`src/rtl/aes_pkg.sv`:
```
// Shared constants and the loader state encoding for the AES input feeder.
package aes_pkg;

  localparam int AES_BLK_W         = 128;
  localparam int AES_WORD_W        = 32;
  localparam int AES_WORDS_PER_BLK = AES_BLK_W / AES_WORD_W;

  // state     | meaning
  // LOAD_KEY  | shifting in key words (MSW first), s_ready=1
  // LOAD_DATA | shifting in plaintext words (MSW first), s_ready=1
  // RUN       | AES_en high, operands frozen, waiting for the core
  // GAP       | one idle cycle that forces AES_en low between blocks
  typedef enum logic [1:0] {
    LOAD_KEY  = 2'd0,
    LOAD_DATA = 2'd1,
    RUN       = 2'd2,
    GAP       = 2'd3
  } loader_state_e;

endpackage

```
`src/rtl/aes_run_watchdog.sv`:
```
// RUN-phase watchdog: counts RUN cycles and latches a sticky timeout flag
// when the core fails to report completion within TIMEOUT_CYC cycles.
module aes_run_watchdog #(
  parameter int TIMEOUT_CYC = 255
) (
  input  logic clk,
  input  logic rst,
  input  logic clr,
  input  logic en,
  input  logic done,
  output logic expire,
  output logic timeout_err
);

  localparam logic [15:0] LAST_CYC = 16'(TIMEOUT_CYC - 1);

  logic [15:0] timer;

  // Last allowed RUN cycle; the FSM leaves RUN on the following edge.
  assign expire = en & (timer == LAST_CYC);

  // RUN cycle counter, held at zero outside RUN.
  always_ff @(posedge clk or posedge rst) begin
    if (rst)
      timer <= '0;
    else if (clr)
      timer <= '0;
    else if (en)
      timer <= timer + 16'd1;
  end

  // Sticky error; a completion in the expiring cycle takes precedence.
  always_ff @(posedge clk or posedge rst) begin
    if (rst)
      timeout_err <= 1'b0;
    else if (expire && !done)
      timeout_err <= 1'b1;
  end

endmodule

```
`src/rtl/aes_in_loader.sv`:
```
// Word-stream to AES_top feeder: assembles key and plaintext from 32-bit
// words, drives AES_en until the core completes, counts finished blocks.
// Optional key reuse (key_keep port) is enabled by AES_LOADER_KEY_REUSE_EN.
module aes_in_loader
  import aes_pkg::*;
#(
  parameter int WORD_W      = 32,
  parameter int TIMEOUT_CYC = 255,
  parameter int CNT_W       = 16
) (
  input  logic                 AES_clk,
  input  logic                 AES_rst,
`ifdef AES_LOADER_KEY_REUSE_EN
  input  logic                 key_keep,
`endif
  input  logic                 s_valid,
  output logic                 s_ready,
  input  logic [WORD_W-1:0]    s_data,
  input  logic                 AES_data_out_valid,
  output logic                 AES_en,
  output logic [AES_BLK_W-1:0] AES_key_in,
  output logic [AES_BLK_W-1:0] AES_data_in,
  output logic                 busy,
  output logic                 timeout_err,
  output logic [CNT_W-1:0]     blk_cnt
);

  loader_state_e state;
  logic [1:0]    idx;
  logic          xfer;
  logic          last_word;
  logic          key_skip;
  logic          expire;

  assign s_ready   = (state == LOAD_KEY) || (state == LOAD_DATA);
  assign busy      = (state == RUN) || (state == GAP);
  assign xfer      = s_valid & s_ready;
  assign last_word = (idx == 2'(AES_WORDS_PER_BLK - 1));

  // A kept key turns the first frame word into plaintext word 0.
`ifdef AES_LOADER_KEY_REUSE_EN
  assign key_skip = key_keep & (idx == 2'd0);
`else
  assign key_skip = 1'b0;
`endif

  aes_run_watchdog #(
    .TIMEOUT_CYC (TIMEOUT_CYC)
  ) u_wdog (
    .clk         (AES_clk),
    .rst         (AES_rst),
    .clr         (state != RUN),
    .en          (state == RUN),
    .done        (AES_data_out_valid),
    .expire      (expire),
    .timeout_err (timeout_err)
  );

  // Loader FSM with key/plaintext shift registers and block counter.
  always_ff @(posedge AES_clk or posedge AES_rst) begin
    if (AES_rst) begin
      state       <= LOAD_KEY;
      idx         <= 2'd0;
      AES_en      <= 1'b0;
      AES_key_in  <= '0;
      AES_data_in <= '0;
      blk_cnt     <= '0;
    end else begin
      case (state)
        LOAD_KEY: begin
          if (xfer) begin
            if (key_skip) begin
              AES_data_in <= {AES_data_in[AES_BLK_W-WORD_W-1:0], s_data};
              idx         <= 2'd1;
              state       <= LOAD_DATA;
            end else begin
              AES_key_in <= {AES_key_in[AES_BLK_W-WORD_W-1:0], s_data};
              idx        <= idx + 2'd1;
              if (last_word)
                state <= LOAD_DATA;
            end
          end
        end
        LOAD_DATA: begin
          if (xfer) begin
            AES_data_in <= {AES_data_in[AES_BLK_W-WORD_W-1:0], s_data};
            idx         <= idx + 2'd1;
            if (last_word) begin
              state  <= RUN;
              AES_en <= 1'b1;
            end
          end
        end
        RUN: begin
          if (AES_data_out_valid) begin
            AES_en  <= 1'b0;
            blk_cnt <= blk_cnt + CNT_W'(1);
            state   <= GAP;
          end else if (expire) begin
            AES_en <= 1'b0;
            state  <= GAP;
          end
        end
        GAP: begin
          state <= LOAD_KEY;
        end
        default: begin
          state  <= LOAD_KEY;
          AES_en <= 1'b0;
        end
      endcase
    end
  end

endmodule

```
`config.mk`:
```
export PLATFORM = sky130hd
export DESIGN_NAME = aes_in_loader
export DESIGN_NICKNAME = d
export VERILOG_FILES = /design/src/rtl/aes_pkg.sv /design/src/rtl/aes_run_watchdog.sv /design/src/rtl/aes_in_loader.sv
export SDC_FILE = /design/constraint.sdc
export NUM_CORES = 1
export LEC_CHECK = 0
export BUFFER_PORTS_ARGS = -buffer_cell sky130_fd_sc_hd__buf_2
export CORE_MARGIN = 4
export CORE_UTILIZATION = 52
export CTS_CLUSTER_DIAMETER = 30
export DETAILED_ROUTE_END_ITERATION = 10
export PLACE_DENSITY = 0.79
export SKIP_CTS_REPAIR_TIMING = 1
export SYNTH_ARGS = -nofsm -noshare
export SYNTH_HDL_FRONTEND = slang
export SYNTH_SLANG_ARGS = --single-unit
```
`constraint.sdc`:
```
create_clock -name AES_clk -period 15.85 [get_ports AES_clk]
set_clock_uncertainty 0.15 [all_clocks]
set_input_delay 4.755 -clock AES_clk [delete_from_list [all_inputs] [get_ports AES_clk]]
set_output_delay 4.755 -clock AES_clk [all_outputs]
set_load 0.01 [all_outputs]
```
==> summary.txt <==
total instance count after detailed placement: 1275
Top-Level Pins: 312
most frequent cells in the layout: buf_2, dfrtp_1, mux2_2
crit path DAT: 7330 ps
Register Area: 7357 sq um
cell at the slowest stage of the critical path: buf_4
outcome: complete, no violations
count of standard-cell rows: 53
Antenna diodes: 0
grt ovf: 0
placed wire-length estimate after detailed placement: 16910 um
cell depth of the worst min-delay path: 1
clock buffers created by TritonCTS: 53
final critical-path required period: 6972 ps
number of failing hold endpoints at the final stage: 0
maximum achievable frequency: 0.1434 GHz
ratio of routed vias to standard cells: 5.144
clock net sink count: 294
final weighted congestion in routability-driven placement: 0.7771
Worst Reg2Reg Path Length in Cells: 5
layout cells sized above 1: 0.6220
CP required: 16200 ps
final total negative setup slack: 0 ps
global-route wire length before repair: 41300 um
Root Buffer: clkbuf_16
CP Capture Type: async pin
syn nets: 759
total core area: 21290 sq um
most common library cell in the layout ignoring fill and taps: buf_2
Synth Instances: 715
Seq/Total Area, Yosys: 0.6474
Via Count: 7063
setup-violating endpoint count in the final report: 0
syn_area_per_cell: 15.89 sq um
clock-pin slew on the worst setup and hold paths: 50 ps
Bufs on Longest Clock Path: 3
H-tree depth: 2
Synth Cell Area: 11360 sq um
most used cell, CP: buf_4
area added between synthesis and finish: 32.81%
Total Die Area: 24280 sq um
Cell variety after synth: 39
number of search-and-repair iterations in the first detailed-routing pass: 4
DRC violations left: 0
Final Routed Wirelength: 25370 um
die height: 155.8 um
Starting Density: 0.5339
RSZ-0062 raised after global routing: false
ratio of final minimum period to clock period: 0.4399
Slew HR: 0.3159
number of warnings issued by yosys: 0
register bit total from synthesis: 294
vias in the first global route: 7559
Tightest Hold Check Type: reg2reg
initial antenna violation count: 0
number of cells in the finished layout apart from fillers: 1373
count of nets left with antenna violations after detail routing: 0
CTS tree: done
type of the setup path with the least slack: in2async
clock latency at the later pin of the worst-skew pair: 530 ps
Pwr Density: 245.3 nW/um^2
Layout fillers: 1407
wire length per cell: 18.47 um
Largest stage delay, worst path: 910 ps
leakage power of the design: 0.007379 uW
cells taking the most area after synthesis: dfrtp_1, mux2_2, xnor2_1
worst supply voltage drop on vdd: 0.1713 mV
leading area contributor after synthesis: dfrtp_1
worst-path fanout max: 142
final net count: 1099
series of cell instances along the critical path: buf_2 -> inv_8 -> buf_4 -> buf_4
critical path startpoint category: input pin
overall die width: 155.8 um
max-capacitance violation count: 0
port buffer count: 311
Tightest Pin Transition: 1026 ps
proportion of netlist area held by the largest area contributor: 0.6474
largest net degree at the start of global routing: 143
GRT Util Overall: 0.2091
iteration-0 DRC count of the detailed router: 403
Slew Limit Fails: 0
area taken by multi-input logic gates: 3836 sq um
==> path summary, 6_finish.rpt <==
kind                                     from                 end  slack [ps]
max                                   AES_rst      AES_key_in[33]        8880
min                        u_wdog.timeout_err  u_wdog.timeout_err         310
max reg2reg                          state[0]     AES_key_in[107]       12940
min reg2reg                u_wdog.timeout_err  u_wdog.timeout_err         310
max in group AES_clk                 state[0]                busy        8910
min in group asynchronous             AES_rst      AES_key_in[85]        4250
==> registers in the layout, indices dropped and copies added, names as in the netlist <==
signal / flops
AES_key_in: 128
AES_en: 1
blk_cnt: 16
AES_data_in: 128
idx: 2
u_wdog.timeout_err: 1
u_wdog.timer: 16
state: 2
==> report_power, final <==
| group | leakage (uW) | internal (uW) | total, uW | switching, uW |
|---|---|---|---|---|
| logic | 0.00287 | 609 | 1170 | 562 |
| registers | 0.00358 | 1110 | 1350 | 245 |
| clock network | 0.000935 | 806 | 1180 | 375 |
| total | 0.00738 | 2520 | 3700 | 1180 |
==> metal layers <==
metal	part of all wire	vias to the layer above	global-route usage
li1	-	3221	-
met1	0.39	3547	0.2613
met2	0.51	246	0.3574
met3	0.069	49	0.05492
met4	0.026	0	0.06836
met5	0	-	0
==> kinds of logic after synthesis <==
| logic type | Yosys count | synth area share |
|---|---|---|
| adders and majority gates | 8 | 0.008808 |
| xor gates and xnor gates | 28 | 0.02158 |
| AOI/OAI and AO/OA | 11 | 0.007158 |
| and+or+nand+nor | 74 | 0.04217 |
| muxes | 259 | 0.2565 |
| DFF | 294 | 0.6474 |
| buffers and inverters | 41 | 0.01640 |
==> Yosys cell counts, drive strengths merged <==
master,instances
a21o,1
ha,8
o21ai,2
and2,12
inv,11
or3,2
dfrtp,294
buf,26
nand4,9
nor2,7
mux2,258
nor2b,3
xor2,12
a21boi,2
or2b,1
nand3,9
mux2i,1
nor4,7
xnor2,16
clkbuf,4
o211ai,1
o31ai,1
a221o,1
nor4b,1
a2bb2oi,1
nand2,13
o21bai,1
and4,2
nor3,2
and4b,1
nor3b,1
and3,2
a22oi,1
or2,2
==> stage by stage <==
| step | power [uW] | utilization | setup WS, ps | hold WS [ps] | cell area (sq um) |
|---|---|---|---|---|---|
| detailed placement | 2538 | 0.6188 | 8153 | 313.6 | 13170 |
| global route | 3909 | 0.7090 | 8332 | 329.0 | 15090 |
| finish | 3703 | 0.7090 | 8878 | 307.0 | 15090 |
| global placement | 2489 | 0.6188 | 8148 | 308.1 | 13170 |
| floorplan | 2013 | - | 2826 | 302.5 | 11360 |
| CTS | 3747 | 0.7090 | 8692 | 312.4 | 15090 |
==> layout make-up <==
cell class,count,area share
Tap cell,275,0.02280
Sequential cell,294,0.4874
Clock inverter,31,0.02711
Clock buffer,67,0.1001
Multi-Input combinational cell,380,0.2542
Timing Repair Buffer,315,0.1051
Inverter,11,0.003233
==> worst max-delay path: cells and delay by family <==
kind / cells / cell delay (ps)
buffers and inverters: 4 / 2460
No activity file was read; power rests on OpenSTA's default activity.
